==> config.mk <==
export PLATFORM = sky130hd
export DESIGN_NAME = multi_cycle_controller_flat
export DESIGN_NICKNAME = d
export VERILOG_FILES = /design/src/rtl/multi_cycle_controller_pkg.sv /design/src/rtl/multi_cycle_controller_if.sv /design/src/rtl/multi_cycle_controller_step_gen.sv /design/src/rtl/multi_cycle_controller.sv /design/src/flat_wrapper.sv
export SDC_FILE = /design/constraint.sdc
export NUM_CORES = 1
export LEC_CHECK = 0
export CAP_MARGIN = 10
export CORE_UTILIZATION = 30
export CTS_CLUSTER_SIZE = 40
export DETAILED_ROUTE_END_ITERATION = 10
export GPL_ROUTABILITY_DRIVEN = 0
export SETUP_SLACK_MARGIN = 0.02
export SLEW_MARGIN = 5
export SYNTH_ARGS = -nofsm -noshare
export SYNTH_HDL_FRONTEND = slang
export SYNTH_SLANG_ARGS = --single-unit
==> constraint.sdc <==
create_clock -name clock -period 3.9 [get_ports clock]
set_input_delay 0.78 -clock clock [delete_from_list [all_inputs] [get_ports clock]]
set_output_delay 0.78 -clock clock [all_outputs]
set_load 0.05 [all_outputs]
==> src/rtl/multi_cycle_controller_pkg.sv <==
// Shared definitions for the multi-cycle MIPS controller: state encodings,
// opcodes, datapath select codes and opcode classification helpers.
package multi_cycle_controller_pkg;

    typedef enum logic [3:0] {
        S_FETCH  = 4'd0,
        S_DECODE = 4'd1,
        S_MEMADR = 4'd2,
        S_MEMRD  = 4'd3,
        S_MEMWB  = 4'd4,
        S_MEMWR  = 4'd5,
        S_EXEC   = 4'd6,
        S_ALUWB  = 4'd7,
        S_BRANCH = 4'd8,
        S_JUMP   = 4'd9,
        S_ADDIEX = 4'd10,
        S_ADDIWB = 4'd11
    } state_e;

    localparam logic [5:0] OP_RTYPE = 6'b000000;
    localparam logic [5:0] OP_LW    = 6'b100011;
    localparam logic [5:0] OP_SW    = 6'b101011;
    localparam logic [5:0] OP_BEQ   = 6'b000100;
    localparam logic [5:0] OP_J     = 6'b000010;
    localparam logic [5:0] OP_ADDI  = 6'b001000;

    localparam logic [1:0] SRCB_RT   = 2'b00;
    localparam logic [1:0] SRCB_FOUR = 2'b01;
    localparam logic [1:0] SRCB_IMM  = 2'b10;
    localparam logic [1:0] SRCB_BOFF = 2'b11;

    localparam logic [1:0] ALUOP_ADD   = 2'b00;
    localparam logic [1:0] ALUOP_SUB   = 2'b01;
    localparam logic [1:0] ALUOP_FUNCT = 2'b10;

    localparam logic [1:0] PCSRC_ALU    = 2'b00;
    localparam logic [1:0] PCSRC_ALUOUT = 2'b01;
    localparam logic [1:0] PCSRC_JUMP   = 2'b10;

    typedef struct packed {
        logic       pc_write;
        logic       pc_write_cond;
        logic       i_or_d;
        logic       mem_write;
        logic       ir_write;
        logic       mem_to_reg;
        logic       reg_dst;
        logic       reg_write;
        logic       alu_src_a;
        logic [1:0] alu_src_b;
        logic [1:0] alu_op;
        logic [1:0] pc_source;
    } ctrl_t;

    // LED order is {R, LW, SW, BEQ, J}; addi and undefined opcodes light nothing
    function automatic logic [4:0] type_led_of(input logic [5:0] op);
        case (op)
            OP_RTYPE: return 5'b10000;
            OP_LW:    return 5'b01000;
            OP_SW:    return 5'b00100;
            OP_BEQ:   return 5'b00010;
            OP_J:     return 5'b00001;
            default:  return 5'b00000;
        endcase
    endfunction

    function automatic logic opcode_legal(input logic [5:0] op);
        case (op)
            OP_RTYPE, OP_LW, OP_SW, OP_BEQ, OP_J, OP_ADDI: return 1'b1;
            default: return 1'b0;
        endcase
    endfunction

endpackage

==> src/rtl/multi_cycle_controller_if.sv <==
// Controller <-> datapath/debug bundle. The controller is the master side;
// alu_zero travels with the bus but is consumed by the datapath's PC gating.
interface multi_cycle_controller_if #(
    parameter int unsigned CNT_W = 16
);
    logic [5:0]       opcode;
    logic             alu_zero;
    logic             pc_write;
    logic             pc_write_cond;
    logic             i_or_d;
    logic             mem_write;
    logic             ir_write;
    logic             mem_to_reg;
    logic             reg_dst;
    logic             reg_write;
    logic             alu_src_a;
    logic [1:0]       alu_src_b;
    logic [1:0]       alu_op;
    logic [1:0]       pc_source;
    logic [3:0]       state;
    logic [4:0]       type_led;
    logic             illegal;
    logic [CNT_W-1:0] instr_count;

    modport master (
        input  opcode,
        output pc_write, pc_write_cond, i_or_d, mem_write, ir_write,
               mem_to_reg, reg_dst, reg_write, alu_src_a, alu_src_b,
               alu_op, pc_source, state, type_led, illegal, instr_count
    );

    modport slave (
        output opcode, alu_zero,
        input  pc_write, pc_write_cond, i_or_d, mem_write, ir_write,
               mem_to_reg, reg_dst, reg_write, alu_src_a, alu_src_b,
               alu_op, pc_source, state, type_led, illegal, instr_count
    );
endinterface

==> src/rtl/multi_cycle_controller_step_gen.sv <==
// Step pulse generator: rising-edge detect on the debounced hand clock,
// overridden by free-run mode.
module multi_cycle_controller_step_gen (
    input  logic clock,
    input  logic reset,
    input  logic hand_clock,
    input  logic free_run,
    output logic step
);
    logic hand_clock_q;

    // Resets high so a hand clock already held high at release is not an edge
    always_ff @(posedge clock or negedge reset) begin
        if (!reset) hand_clock_q <= 1'b1;
        else        hand_clock_q <= hand_clock;
    end

    assign step = free_run | (hand_clock & ~hand_clock_q);
endmodule

==> src/rtl/multi_cycle_controller.sv <==
// Moore FSM sequencing the shared multi-cycle MIPS datapath, one state per
// step pulse, plus type LEDs, illegal-opcode flag and instruction counter.
module multi_cycle_controller
    import multi_cycle_controller_pkg::*;
#(
    parameter int unsigned CNT_W = 16
) (
    input  logic                      clock,
    input  logic                      reset,
    input  logic                      hand_clock,
    input  logic                      free_run,
    multi_cycle_controller_if.master  bus
);
    logic             step;
    state_e           state_q, state_d;
    logic [4:0]       type_led_q, type_led_d;
    logic             illegal_q, illegal_d;
    logic [CNT_W-1:0] instr_count_q, instr_count_d;
    ctrl_t            dec;
    logic             terminal;

    multi_cycle_controller_step_gen u_step_gen (
        .clock      (clock),
        .reset      (reset),
        .hand_clock (hand_clock),
        .free_run   (free_run),
        .step       (step)
    );

    always_ff @(posedge clock or negedge reset) begin
        if (!reset) begin
            state_q       <= S_FETCH;
            type_led_q    <= '0;
            illegal_q     <= 1'b0;
            instr_count_q <= '0;
        end else if (step) begin
            state_q       <= state_d;
            type_led_q    <= type_led_d;
            illegal_q     <= illegal_d;
            instr_count_q <= instr_count_d;
        end
    end

    always_comb begin
        state_d  = S_FETCH;
        dec      = '0;
        terminal = 1'b0;
        case (state_q)
            S_FETCH: begin
                dec.ir_write  = 1'b1;
                dec.pc_write  = 1'b1;
                dec.alu_src_b = SRCB_FOUR;
                dec.alu_op    = ALUOP_ADD;
                dec.pc_source = PCSRC_ALU;
                state_d       = S_DECODE;
            end
            S_DECODE: begin
                dec.alu_src_b = SRCB_BOFF;
                case (bus.opcode)
                    OP_LW, OP_SW: state_d = S_MEMADR;
                    OP_RTYPE:     state_d = S_EXEC;
                    OP_BEQ:       state_d = S_BRANCH;
                    OP_J:         state_d = S_JUMP;
                    OP_ADDI:      state_d = S_ADDIEX;
                    default:      state_d = S_FETCH;
                endcase
            end
            S_MEMADR: begin
                dec.alu_src_a = 1'b1;
                dec.alu_src_b = SRCB_IMM;
                state_d       = (bus.opcode == OP_SW) ? S_MEMWR : S_MEMRD;
            end
            S_ADDIEX: begin
                dec.alu_src_a = 1'b1;
                dec.alu_src_b = SRCB_IMM;
                state_d       = S_ADDIWB;
            end
            S_MEMRD: begin
                dec.i_or_d = 1'b1;
                state_d    = S_MEMWB;
            end
            S_MEMWB: begin
                dec.mem_to_reg = 1'b1;
                dec.reg_write  = 1'b1;
                terminal       = 1'b1;
            end
            S_MEMWR: begin
                dec.i_or_d    = 1'b1;
                dec.mem_write = 1'b1;
                terminal      = 1'b1;
            end
            S_EXEC: begin
                dec.alu_src_a = 1'b1;
                dec.alu_src_b = SRCB_RT;
                dec.alu_op    = ALUOP_FUNCT;
                state_d       = S_ALUWB;
            end
            S_ALUWB: begin
                dec.reg_dst   = 1'b1;
                dec.reg_write = 1'b1;
                terminal      = 1'b1;
            end
            S_ADDIWB: begin
                dec.reg_write = 1'b1;
                terminal      = 1'b1;
            end
            S_BRANCH: begin
                dec.alu_src_a     = 1'b1;
                dec.alu_src_b     = SRCB_RT;
                dec.alu_op        = ALUOP_SUB;
                dec.pc_source     = PCSRC_ALUOUT;
                dec.pc_write_cond = 1'b1;
                terminal          = 1'b1;
            end
            S_JUMP: begin
                dec.pc_source = PCSRC_JUMP;
                dec.pc_write  = 1'b1;
                terminal      = 1'b1;
            end
            default: state_d = S_FETCH;
        endcase
    end

    always_comb begin
        type_led_d    = type_led_q;
        illegal_d     = illegal_q;
        instr_count_d = instr_count_q;
        if (state_q == S_DECODE) begin
            type_led_d = type_led_of(bus.opcode);
            if (!opcode_legal(bus.opcode)) illegal_d = 1'b1;
        end
        if (terminal) instr_count_d = instr_count_q + CNT_W'(1);
    end

    // Write enables fire only on the step so a held state never repeats a write
    assign bus.pc_write      = dec.pc_write & step;
    assign bus.pc_write_cond = dec.pc_write_cond & step;
    assign bus.mem_write     = dec.mem_write & step;
    assign bus.ir_write      = dec.ir_write & step;
    assign bus.reg_write     = dec.reg_write & step;
    assign bus.i_or_d        = dec.i_or_d;
    assign bus.mem_to_reg    = dec.mem_to_reg;
    assign bus.reg_dst       = dec.reg_dst;
    assign bus.alu_src_a     = dec.alu_src_a;
    assign bus.alu_src_b     = dec.alu_src_b;
    assign bus.alu_op        = dec.alu_op;
    assign bus.pc_source     = dec.pc_source;
    assign bus.state         = state_q;
    assign bus.type_led      = type_led_q;
    assign bus.illegal       = illegal_q;
    assign bus.instr_count   = instr_count_q;
endmodule

==> src/flat_wrapper.sv <==
// flat-port wrapper written by rule: the top's interface ports become plain ports
module multi_cycle_controller_flat import multi_cycle_controller_pkg::*;
#(
    parameter int unsigned CNT_W = 16
)
  (clock, reset, hand_clock, free_run, bus_opcode, bus_pc_write, bus_pc_write_cond, bus_i_or_d, bus_mem_write, bus_ir_write, bus_mem_to_reg, bus_reg_dst, bus_reg_write, bus_alu_src_a, bus_alu_src_b, bus_alu_op, bus_pc_source, bus_state, bus_type_led, bus_illegal, bus_instr_count);
  multi_cycle_controller_if #(.CNT_W(CNT_W)) bus_i ();
  input  logic clock;
  input  logic reset;
  input  logic hand_clock;
  input  logic free_run;
  input wire logic [$bits(bus_i.opcode)-1:0] bus_opcode;
  output wire logic [$bits(bus_i.pc_write)-1:0] bus_pc_write;
  output wire logic [$bits(bus_i.pc_write_cond)-1:0] bus_pc_write_cond;
  output wire logic [$bits(bus_i.i_or_d)-1:0] bus_i_or_d;
  output wire logic [$bits(bus_i.mem_write)-1:0] bus_mem_write;
  output wire logic [$bits(bus_i.ir_write)-1:0] bus_ir_write;
  output wire logic [$bits(bus_i.mem_to_reg)-1:0] bus_mem_to_reg;
  output wire logic [$bits(bus_i.reg_dst)-1:0] bus_reg_dst;
  output wire logic [$bits(bus_i.reg_write)-1:0] bus_reg_write;
  output wire logic [$bits(bus_i.alu_src_a)-1:0] bus_alu_src_a;
  output wire logic [$bits(bus_i.alu_src_b)-1:0] bus_alu_src_b;
  output wire logic [$bits(bus_i.alu_op)-1:0] bus_alu_op;
  output wire logic [$bits(bus_i.pc_source)-1:0] bus_pc_source;
  output wire logic [$bits(bus_i.state)-1:0] bus_state;
  output wire logic [$bits(bus_i.type_led)-1:0] bus_type_led;
  output wire logic [$bits(bus_i.illegal)-1:0] bus_illegal;
  output wire logic [$bits(bus_i.instr_count)-1:0] bus_instr_count;
  assign bus_i.opcode = bus_opcode;
  assign bus_pc_write = bus_i.pc_write;
  assign bus_pc_write_cond = bus_i.pc_write_cond;
  assign bus_i_or_d = bus_i.i_or_d;
  assign bus_mem_write = bus_i.mem_write;
  assign bus_ir_write = bus_i.ir_write;
  assign bus_mem_to_reg = bus_i.mem_to_reg;
  assign bus_reg_dst = bus_i.reg_dst;
  assign bus_reg_write = bus_i.reg_write;
  assign bus_alu_src_a = bus_i.alu_src_a;
  assign bus_alu_src_b = bus_i.alu_src_b;
  assign bus_alu_op = bus_i.alu_op;
  assign bus_pc_source = bus_i.pc_source;
  assign bus_state = bus_i.state;
  assign bus_type_led = bus_i.type_led;
  assign bus_illegal = bus_i.illegal;
  assign bus_instr_count = bus_i.instr_count;
  multi_cycle_controller #(.CNT_W(CNT_W)) u_core (.clock(clock), .reset(reset), .hand_clock(hand_clock), .free_run(free_run), .bus(bus_i));
endmodule
==> results.yml, run 1 <==
job:
  drv_cap: 0
sta:
  rsz0062_at_grt: "no"
  finalSetupViolations: 0
  fmax_ghz: 0.288
  finClkSkew_ns: 0.00339
  slew_viol_final: 0
  worstMarginPinSlew_ns: 0.865
  fin_tns_setup_ns: 0
  relSlewSlack: 0.423
  min_period_ns: 3.47
  period_share: 0.890
  hold_viol_final: 0
setup_path:
  path_class: "in2out"
  critical_path_arrival_ns: 2.69
  critPathRequiredTime_ns: 3.12
  crit_path_start_kind: "input pin"
  cp-end-kind: "output port"
  cp_max_fo: 5
route:
  wl_per_cell_um: 13.1
  wl_mm: 3.75
  drt_first_pass_iters: 4
  vias: 1390
  drcViolationCount: 0
  drtIter0Drc: 42
  vias_per_cell: 4.84
  ant_nets: 0
layout:
  drive_above_1_share: 0.0783
  fillers: 544
  final_cell_area_sq_um: 2160
  n_antenna_cell: 0
  nNetsFinal: 229
  area_growth_pct: 37.1
power:
  p_sw_frac: 0.508
  clock_power_share: 0.133
  p_leak_nw: 0.883
  ir_drop_uv: 383
  p_per_area_nw_per_um2: 573
  total_power_w: 0.00124
  p_int_w: 0.000609
  pwr-share-seq: 0.328
  pwr-share-comb: 0.539
  p_switching_w: 0.000630
floorplan:
  die_x_um: 74.5
  ioPinCount: 51
  die_h_um: 74.5
  design.core.area_sq_um: 5070
  start_util: 0.311
  die_area_sq_um: 5550
  num_rows: 26
outcome:
  outcome: "finished clean"
clock_tree:
  tritoncts: "built"
  cts_sinks: 27
  clock_latency_ns: 0.27
  cts_buffer_depth: 2
  ctsHoldBuffers: 0
  htreeDepth: 1
  ctsRootBufferMaster: "clkbuf_8"
  cts_buffers: 3
  cts_resized: 0
  path_clk_slew_ns: 0.10
  postCtsSetupRepairBufs: 0
placed_design:
  dp_hpwl_mm: 2.72
  place_area_sq_um: 2110
  port_buffers: 50
synth:
  syn_avg_cell_area_sq_um: 9.17
  synth-async-reset-ratio: 1.00
  synth_commonest_cells: "dfrtp_1, nand2_1, nor3_1, xor2_1, nor2_1"
  yosys.area.top_type: "dfrtp_1"
  synth_most_common_cell: "dfrtp_1"
  synth_area_sq_um: 1580
  yosysSeqAreaShare: 0.429
  synth-main-ff-cell: "dfrtp_1"
  synth_edf_count: 0
  yosys_warnings: 0
  syn_inst: 172
  yosys-top-cells-area: "dfrtp_1, xor2_1, nor3_1"
  ys_ff_latch: 27
  syn_nets: 183
  ys_types: 42
  synth_top_area_share: 0.412
global_routing:
  gr-total-overflow: 0
  grtUsageTotal: 0.142
  grt_start_max_net_pins: 28
  grt_antenna_before_repair: 0
  grt_pass1_wl_mm: 6.09
  grt_pass1_vias: 1229
hold_path:
  hold_path.class: "reg2reg"
==> area by class of cell <==
type	instances	area (sq um)	share of cell area
multi-input cells	127	813	0.376
flip-flops and latches	27	677	0.313
repair buffers	52	510	0.236
well taps	70	87.6	0.0405
clock buffers	3	41.3	0.0191
inverters	7	26.3	0.0121
clock inverters	1	7.51	0.00347
==> kinds of logic after synthesis <==
group | synth area share
AO/OA/AOI/OAI | 0.106
flip-flops | 0.429
adder cells (fa/ha/maj) | 0.00793
multiplexers | 0.00714
AND/OR/NAND/NOR | 0.278
buffers and inverters | 0.0555
XOR/XNOR | 0.116
==> power by group through the flow <==
stage                     Combinational (W)  Clock (W)  Sequential (W)
final                              0.000668   0.000165        0.000406
after floorplan                    0.000370          0        0.000501
after detailed placement           0.000670          0        0.000412
after global placement             0.000672          0        0.000412
after CTS                          0.000672   0.000173        0.000407
after global routing               0.000715   0.000180        0.000417
==> registers in the layout, summed over array words and instances (netlist names) <==
name,count
u_core.bus.type_led,5
u_core.bus.instr_count,16
u_core.bus.illegal,1
u_core.u_step_gen.hand_clock_q,1
u_core.bus.state,4
==> critical path: stages <==
cell	delay [ns]
clkdlybuf4s50_1	0.50
nor2b_1	0.28
nor2_1	0.15
nor3_1	0.15
clkdlybuf4s50_1	0.83
==> metrics by stage <==
| step | worst slack, ns | utilization | hold WS, ns | std cells |
|---|---|---|---|---|
| 6_report | 0.428 | 0.426 | 0.473 | 287 |
| 5_1_grt | 0.346 | 0.426 | 0.488 | 287 |
| 3_5_place_dp | 0.432 | 0.417 | 0.461 | 283 |
| 4_1_cts | 0.395 | 0.426 | 0.478 | 287 |
| 2_1_floorplan | 0.144 | - | 0.484 | 172 |
| 3_3_place_gp | 0.416 | 0.417 | 0.457 | 283 |
==> worst paths after layout <==
path	start	endpoint	slack (ns)	cells past startpoint
max	hand_clock	bus_mem_write	0.43	5
max in group asynchronous	reset	u_core.u_step_gen.hand_clock_q$_DFF_PN1_	2.72	2
max reg2reg	u_core.bus.state[0]$_DFFE_PN0N_	u_core.bus.instr_count[11]$_DFFE_PN0P_	1.67	4
min in group asynchronous	reset	u_core.bus.instr_count[14]$_DFFE_PN0P_	0.87	2
min	u_core.bus.instr_count[15]$_DFFE_PN0P_	u_core.bus.instr_count[15]$_DFFE_PN0P_	0.47	1
min reg2reg	u_core.bus.instr_count[15]$_DFFE_PN0P_	u_core.bus.instr_count[15]$_DFFE_PN0P_	0.47	1
==> cell usage in the layout, fill, tap and decap left out, drive strengths merged, types with 2 or more instances in the layout <==
cell type	instances
a21oi	3
a31oi	3
buf	4
clkbuf	3
clkdlybuf4s50	48
dfrtp	26
inv	7
nand2	17
nand2b	6
nand3	8
nand4	5
nor2	12
nor2b	2
nor3	17
nor4	5
o2111ai	2
o21ai	7
or3	2
or4	3
xnor2	5
xor2	15
==> metal layers <==
| metal | wire [um] | GRT usage | up-vias |
|---|---|---|---|
| li1 | - | - | 706 |
| met1 | 1890 | 0.213 | 655 |
| met4 | 25 | 0.0440 | 0 |
| met2 | 1690 | 0.212 | 27 |
| met3 | 139 | 0.0176 | 2 |
| met5 | 0 | 0 | - |
No activity file was read; power rests on OpenSTA's default activity.
==> run 2: changes to the inputs <==
Settings changed: RECOVER_POWER set to 50.
==> results.yml, run 2 (synthesized netlist as in run 1, its figures left out) <==
outcome:
  outcome: "finished clean"
sta:
  hold_viol_final: 0
  period_share: 0.903
  finalSetupViolations: 0
  fin_tns_setup_ns: 0
  finClkSkew_ns: 0.00333
  setup_ws_ns: 0.380
  relSlewSlack: 0.0108
  worstMarginPinSlew_ns: 1.48
  fmax_ghz: 0.284
  slew_viol_final: 0
  min_period_ns: 3.52
  rsz0062_at_grt: "no"
layout:
  final_cell_mix: "clkdlybuf4s50_1, dfrtp_1, nand2_1"
  seq_area_sq_um: 677
  largest_reg_flops: 16
  multi_input_area_sq_um: 807
  layout_commonest_cell: "clkdlybuf4s50_1"
  fin_cells: 287
  fillers: 546
  nNetsFinal: 229
  area_growth_pct: 36.2
  drive_above_1_share: 0.0645
  n_antenna_cell: 0
placed_design:
  port_buffers: 50
  dp_hpwl_mm: 2.72
  pre_cts_ws_ns: 0.432
  place_inst: 283
hold_path:
  hold_path.class: "reg2reg"
  whs_path_depth: 1
global_routing:
  gr-total-overflow: 0
  grt_antenna_before_repair: 0
  grtUsageTotal: 0.142
  grt_pass1_wl_mm: 6.09
  grt_pass1_vias: 1229
  grt_start_max_net_pins: 28
clock_tree:
  clock_latency_ns: 0.27
  postCtsSetupRepairBufs: 0
  ctsRootBufferMaster: "clkbuf_8"
  cts_resized: 0
  cts_buffers: 3
  ctsHoldBuffers: 0
  cts_sinks: 27
  tritoncts: "built"
  htreeDepth: 1
  cts_buffer_depth: 2
  path_clk_slew_ns: 0.10
floorplan:
  start_util: 0.311
  ioPinCount: 51
  die_area_sq_um: 5550
  die_h_um: 74.5
  die_x_um: 74.5
  design.core.area_sq_um: 5070
  num_rows: 26
setup_path:
  startpoint: "hand_clock"
  cp-end-kind: "output port"
  rr_worst_depth: 4
  path_class: "in2out"
  crit_end: "bus_mem_write"
  cp_slowest_cell: "clkdlybuf4s50_1"
  cp_max_fo: 5
  r2r-end: "u_core.bus.instr_count[11]$_DFFE_PN0P_"
  reg2reg_slack_ns: 1.43
  crit_path_start_kind: "input pin"
  critical_path_arrival_ns: 2.74
  critPathRequiredTime_ns: 3.12
  reg2reg_from: "u_core.bus.state[0]$_DFFE_PN0N_"
  critPathMaxStageDelay_ns: 0.83
  crit_chain: "dlygate4sd3_1 > nor2b_1 > nor2_1 > nor3_1 > clkdlybuf4s50_1"
route:
  drtIter0Drc: 30
  vias: 1388
  drcViolationCount: 0
  wl_per_cell_um: 13.1
  drt_first_pass_iters: 4
  vias_per_cell: 4.84
  wl_mm: 3.75
  ant_nets: 0
power:
  p_per_area_nw_per_um2: 574
  total_power_w: 0.00123
  ir_drop_uv: 371
  p_leak_nw: 0.899
job:
  drv_cap: 0
## run 2: cell count changes in the layout (fill, tap and decap cells not counted)
cell and delta:
dlygate4sd3_1 +12, clkdlybuf4s50_1 -12, clkbuf_1 +2, o2111ai_1 +1, o2111ai_2 -1, buf_4 -2
## run 2: how the worst min path moves through the flow
| stage | to | startpoint | slack (ns) |
|---|---|---|---|
| floorplan | u_core.bus.illegal$_DFFE_PN0P_ | reset | 0.48 |
| global placement | u_core.bus.instr_count[15]$_DFFE_PN0P_ | u_core.bus.instr_count[15]$_DFFE_PN0P_ | 0.46 |
| detailed placement | u_core.bus.instr_count[15]$_DFFE_PN0P_ | u_core.bus.instr_count[15]$_DFFE_PN0P_ | 0.46 |
| CTS | u_core.bus.instr_count[15]$_DFFE_PN0P_ | u_core.bus.instr_count[15]$_DFFE_PN0P_ | 0.48 |
| global route | u_core.bus.instr_count[15]$_DFFE_PN0P_ | u_core.bus.instr_count[15]$_DFFE_PN0P_ | 0.48 |
| finish | u_core.bus.instr_count[15]$_DFFE_PN0P_ | u_core.bus.instr_count[15]$_DFFE_PN0P_ | 0.47 |
## run 2: per-stage QoR
step,hold WS [ns],utilization,area [sq um]
global route,0.483,0.424,2150
global placement,0.457,0.417,2110
detailed placement,0.461,0.417,2110
CTS,0.478,0.426,2160
finish,0.467,0.424,2150
floorplan,0.484,-,1580
## run 2: final cells by class
cell class                 count  share of cell area
multi-input combinational    127               0.375
sequential                    27               0.315
timing repair buffer          52               0.234
tap                           70              0.0407
clock buffer                   3              0.0192
inverter                       7              0.0122
clock inverter                 1             0.00349
## run 2: critical path, delay by kind of cell
family	cells	cell delay, ns
buf+inv	2	1.40
simple gates	3	0.55
## run 2: where the power goes
part	switching (W)	internal (W)	leakage, nW	total (W)
logic	0.000448	0.000216	0.533	0.000664
clock network	0.0000926	0.0000726	0.0217	0.000165
registers	0.0000870	0.000318	0.344	0.000405
## run 2: metal layers
metal | wire (um) | up-vias | GRT usage
met5 | 0 | - | 0
li1 | - | 703 | -
met1 | 1890 | 656 | 0.213
met3 | 139 | 2 | 0.0176
met4 | 25 | 0 | 0.0440
met2 | 1690 | 27 | 0.212
==> run 3: changes to the inputs <==
Settings changed: HOLD_SLACK_MARGIN set to 0.06, SLEW_MARGIN 5 to not set.
==> results of run 3 <==
The final DEF is identical to that of run 2; final timing and power are the same.
